==> config.mk <==
export PLATFORM = sky130hd
export DESIGN_NAME = uart_frame_tx
export DESIGN_NICKNAME = d
export VERILOG_FILES = /design/src/rtl/uart_frame_tx.sv
export SDC_FILE = /design/constraint.sdc
export NUM_CORES = 1
export LEC_CHECK = 0
export CAP_MARGIN = 5
export CORE_UTILIZATION = 55
export CTS_CLUSTER_DIAMETER = 120
export DETAILED_ROUTE_END_ITERATION = 10
export GPL_TIMING_DRIVEN = 0
export PLACE_DENSITY = 0.92
export REMOVE_ABC_BUFFERS = 1
export SLEW_MARGIN = 10
export SYNTH_ARGS = -nofsm -noshare
export SYNTH_HDL_FRONTEND = slang
export SYNTH_SLANG_ARGS = --single-unit
==> constraint.sdc <==
create_clock -name Clk -period 19.4 [get_ports Clk]
set_input_delay 3.88 -clock Clk [delete_from_list [all_inputs] [get_ports Clk]]
set_output_delay 3.88 -clock Clk [all_outputs]
set_load 0.01 [all_outputs]
==> src/rtl/uart_frame_tx.sv <==
// Labelled multi-channel frame transmitter over an 8N1 UART line.
// Optional checksum byte before the terminating newline: define UART_FRAME_CKSUM_EN.
module uart_frame_tx #(
    parameter int          NUM_CH     = 3,
    parameter int          CH_BYTES   = 6,
    parameter int          BAUD_DIV   = 5208,
    parameter logic [7:0]  LABEL_BASE = 8'h58
) (
    input  logic                             Clk,
    input  logic                             Rst,
    input  logic                             Start,
    input  logic [NUM_CH*CH_BYTES*8-1:0]     ChData,
    output logic                             Busy,
    output logic                             Done,
    output logic                             Tx
);

    localparam int NBYTES = NUM_CH * CH_BYTES;
    localparam int IW     = (NBYTES > 1) ? $clog2(NBYTES) : 1;
    localparam int BW     = (BAUD_DIV > 2) ? $clog2(BAUD_DIV) : 1;
`ifdef UART_FRAME_CKSUM_EN
    localparam int FRAME_LEN = NUM_CH * (CH_BYTES + 3) + 2;
`else
    localparam int FRAME_LEN = NUM_CH * (CH_BYTES + 3) + 1;
`endif
    localparam logic [4:0] POS_LAST = 5'(CH_BYTES + 2);

    typedef enum logic [2:0] {IDLE, START, DATA, STOP, DONE} state_t;

    state_t              state_reg, state_next;
    logic [BW-1:0]       baud_cnt_reg;
    logic [2:0]          bit_cnt_reg;
    logic [7:0]          byte_idx_reg;
    logic [3:0]          ch_cnt_reg;
    logic [4:0]          pos_cnt_reg;
    logic [NBYTES*8-1:0] snap_reg;
`ifdef UART_FRAME_CKSUM_EN
    logic [7:0]          cksum_reg;
`endif

    logic                baud_end, last_byte, accept, in_frame;
    logic [7:0]          cur_byte;
    logic [IW-1:0]       data_idx;
    logic [7:0]          snap_bytes [NBYTES];

    generate
        for (genvar gi = 0; gi < NBYTES; gi++) begin : g_snap_bytes
            assign snap_bytes[gi] = snap_reg[gi*8 +: 8];
        end
    endgenerate

    assign baud_end  = (baud_cnt_reg == BW'(BAUD_DIV - 1));
    assign last_byte = (byte_idx_reg == 8'(FRAME_LEN - 1));
    assign accept    = Start && ((state_reg == IDLE) || (state_reg == DONE));
    assign in_frame  = (state_reg == START) || (state_reg == DATA) || (state_reg == STOP);

    always_ff @(posedge Clk or posedge Rst) begin
        if (Rst) begin
            state_reg <= IDLE;
        end else begin
            state_reg <= state_next;
        end
    end

    always_comb begin
        state_next = state_reg;
        case (state_reg)
            IDLE:    if (Start) state_next = START;
            START:   if (baud_end) state_next = DATA;
            DATA:    if (baud_end && (bit_cnt_reg == 3'd7)) state_next = STOP;
            STOP:    if (baud_end) state_next = last_byte ? DONE : START;
            DONE:    state_next = Start ? START : IDLE;
            default: state_next = IDLE;
        endcase
    end

    always_comb begin
        Busy = in_frame;
        Done = (state_reg == DONE);
        case (state_reg)
            START:   Tx = 1'b0;
            DATA:    Tx = cur_byte[bit_cnt_reg];
            default: Tx = 1'b1;
        endcase
    end

    // Channel data bytes go out MSB first, so the flat byte index counts down within a channel.
    always_comb begin
        data_idx = IW'(ch_cnt_reg) * IW'(CH_BYTES) + IW'(CH_BYTES + 1) - IW'(pos_cnt_reg);
        cur_byte = 8'h0A;
        if (ch_cnt_reg < 4'(NUM_CH)) begin
            if (pos_cnt_reg == 5'd0) begin
                cur_byte = LABEL_BASE + 8'(ch_cnt_reg);
            end else if (pos_cnt_reg == 5'd1) begin
                cur_byte = 8'h3A;
            end else if (pos_cnt_reg < POS_LAST) begin
                cur_byte = snap_bytes[data_idx];
            end
        end
`ifdef UART_FRAME_CKSUM_EN
        else if (pos_cnt_reg == 5'd0) begin
            cur_byte = cksum_reg;
        end
`endif
    end

    always_ff @(posedge Clk or posedge Rst) begin
        if (Rst) begin
            baud_cnt_reg <= '0;
            bit_cnt_reg  <= '0;
            byte_idx_reg <= '0;
            ch_cnt_reg   <= '0;
            pos_cnt_reg  <= '0;
            snap_reg     <= '0;
`ifdef UART_FRAME_CKSUM_EN
            cksum_reg    <= '0;
`endif
        end else if (accept) begin
            snap_reg     <= ChData;
            baud_cnt_reg <= '0;
            bit_cnt_reg  <= '0;
            byte_idx_reg <= '0;
            ch_cnt_reg   <= '0;
            pos_cnt_reg  <= '0;
`ifdef UART_FRAME_CKSUM_EN
            cksum_reg    <= '0;
`endif
        end else if (in_frame) begin
            baud_cnt_reg <= baud_end ? '0 : baud_cnt_reg + BW'(1);
            if (state_reg == START) begin
                bit_cnt_reg <= '0;
            end else if ((state_reg == DATA) && baud_end) begin
                bit_cnt_reg <= bit_cnt_reg + 3'd1;
            end
            if ((state_reg == STOP) && baud_end) begin
                byte_idx_reg <= byte_idx_reg + 8'd1;
`ifdef UART_FRAME_CKSUM_EN
                cksum_reg    <= cksum_reg ^ cur_byte;
`endif
                if ((ch_cnt_reg < 4'(NUM_CH)) && (pos_cnt_reg == POS_LAST)) begin
                    pos_cnt_reg <= '0;
                    ch_cnt_reg  <= ch_cnt_reg + 4'd1;
                end else begin
                    pos_cnt_reg <= pos_cnt_reg + 5'd1;
                end
            end
        end
    end

endmodule

==> out/summary.txt <==
hold depth - 2
ys async rst share - 1.00
sequential fraction of the synthesis area - 0.508
wire length per cell - 16.7 um
Vias - 7449
FILL cells - 1095
most frequent cell after synthesis - nand2_1
Yosys warnings - 0
Critical Path End Type - output pin
DP Worst Slack - 10.91 ns
Clk Latency, worst-skew pair - 0.44 ns
CP bufs+invs - 2
Post-Route WL - 22000 um
Die Wd - 129 um
Die H - 129 um
num rows - 46
Die Area - 0.0166 sq mm
Max VDD drop - 0.0000709 V
Synth top cells by count - 462 x nand2_1, 180 x dfrtp_1, 39 x clkbuf_1
Final Wtd Congestion - 0.912
IO Pins - 150
R2R Path End - ch_cnt_reg[1]
Syn Std Cell Area - 0.00887 sq mm
setup violators final - 0
starting density of the core - 0.561
vias per cell - 5.66
Hold Fails Final Rpt - 0
#FFs+latches synth - 180
Post-CTS Resized - 0
Final nets - 1251
number of remaining DRC errors - 0
post-route ant nets - 0
cts bufs inserted - 17
Ant. Diodes - 0
DRT Pass-1 Iters - 5
synth top area cells - dfrtp_1 51%, nand2_1 20%, mux4_2 8.6%
initial antenna violation count - 0
pin count of the biggest net entering global routing - 107
clock root cell - clkbuf_16
clk sink count - 180
Reg clk slew, reported paths - 0.06 ns
vias in the first global route - 7574
clk_skew - 0.0127 ns
GRT Total Usage - 0.285
Slew Viols, Final - 0
Multi-input gate area - 0.00410 sq mm
Worst Tran Pin Value - 0.787 ns
P_leak - 0.00532 uW
GRT overflow - 0
CP max FO - 16
Syn Area/Cell - 9.18 sq um
Largest register FFs - 144
FF/Latch Area - 0.00451 sq mm
post-layout minimum cycle time - 9.02 ns
first-pass GRT wire length - 36300 um
number of flops mapped to enable cells by yosys - 0
Max-Cap Viols - 0
Setup WS post-layout - 10.38 ns
Clock Path Buffers - 2
Pwr Total - 1480 uW
slew margin rel. - 0.468
hold_buf cts - 0
Reg2Reg Setup Slack - 16.70 ns
Main synth FF type - dfrtp_1
CP Cell Sequence - ha_1 -> inv_1 -> fa_1 -> ha_1 -> fa_1 -> nor2b_1 -> nor2b_1 -> or4_1 -> o2111ai_1 -> a31oi_1 -> o211ai_1 -> clkdlybuf4s50_1
Post-CTS Setup Inserts - 0
# H-tree levels - 4
Worst Path Required - 15.52 ns
Synth area leader - dfrtp_1
layout cells sized above 1 - 0.0799
Arr. time, crit path - 5.14 ns
worst min-delay path class - flop to flop
delay of the slowest critical-path stage - 1.02 ns
DP HPWL - 14900 um
top-area cell type share of the netlist area - 0.508
worst setup path category - flop to output pin
Fmax - 111 MHz
cell family with most CP delay - adder cells
post-synth cell types - 59
RSZ-0062 raised after global routing - no
Iter 0 DRT Violations - 666
Pwr Density - 132 mW/mm^2
CTS tree - yes
input/output buffers - 149
Critical-path top delay cell - fa_1
CP startpoint kind - flop
Final period util - 0.465
hold path start - snap_reg[52]
core region area - 0.0158 sq mm
Mapped Cells - 967
total negative slack - 0 ns
reg2reg start - state_reg[0]
reg2reg path depth - 6
Area Growth Syn to Fin - 26.1%
outcome - completed
Hold EP - snap_reg[52]
[how the worst max path moves through the flow]
| stage | cells after the start | slack, ns | start | endpoint |
|---|---|---|---|---|
| 6_report | 12 | 10.38 | ch_cnt_reg[0] | Tx |
| 5_1_grt | 12 | 10.30 | ch_cnt_reg[0] | Tx |
| 4_1_cts | 12 | 10.45 | ch_cnt_reg[0] | Tx |
| 3_5_place_dp | 12 | 10.91 | ch_cnt_reg[0] | Tx |
| 3_3_place_gp | 2 | 8.41 | Rst | snap_reg[80] |
| 2_1_floorplan | 1 | 10.63 | Rst | baud_cnt_reg[0] |
[through the flow]
step	util	hold slack [ns]	std cells	cell area (sq um)
2_1_floorplan	-	0.440	913	8630
5_1_grt	0.707	0.494	1317	11200
3_3_place_gp	0.657	0.452	1278	10400
6_report	0.707	0.474	1317	11200
4_1_cts	0.707	0.473	1317	11200
3_5_place_dp	0.668	0.457	1285	10600
[cells by family (layout without fill, tap and decap cells)]
kind of cell | after synthesis | in the layout | share of synthesized area
XOR/XNOR | 14 | 14 | 0.0154
flip-flops | 180 | 180 | 0.508
multiplexers | 50 | 50 | 0.105
AO/OA/AOI/OAI | 74 | 74 | 0.0550
adder cells (fa/ha/maj) | 16 | 16 | 0.0243
buffers and inverters | 68 | 202 | 0.0330
AND/OR/NAND/NOR | 565 | 565 | 0.260
[worst reg2reg max path, delay by kind of cell, from the launching register on]
family,cells,cell delay [ns]
AO/OA/AOI/OAI,3,0.92
AND/OR/NAND/NOR,2,0.76
flip-flops,1,0.49
buffers and inverters,1,0.41
[power by group]
group,switching (uW),total [uW],internal (uW)
combinational,263,491,228
clock,147,360,214
sequential,98.6,624,525
[cell usage in the layout (no fill, tap or decap), types with 5 or more instances in the layout]
cell             instances
nand2_1                461
dfrtp_1                179
clkdlybuf4s50_1        149
nor2_1                  36
mux4_2                  34
o21ai_0                 20
clkbuf_16               17
nand3_1                 15
a21oi_1                 13
ha_1                    13
inv_1                   12
mux2i_1                 12
o211ai_1                 9
nor3_1                   9
nor2b_1                  7
xor2_1                   7
xnor2_1                  6
nor3b_1                  5
[layer usage]
metal / up-vias / wire, um / part of all wire / global-route usage
met5: - / 0 / 0 / 0
met4: 0 / 608 / 0.028 / 0.116
met3: 61 / 1220 / 0.056 / 0.0590
met2: 282 / 11300 / 0.51 / 0.478
met1: 3667 / 8850 / 0.40 / 0.364
li1: 3439 / - / - / -
[cell type report]
class	count	share of cell area
Inverter	14	0.00537
Clock inverter	11	0.0132
Multi-Input combinational cell	719	0.366
Clock buffer	21	0.0420
Sequential cell	180	0.403
Timing Repair Buffer	156	0.147
Tap cell	216	0.0242
Power figures use the tool's default switching activity.
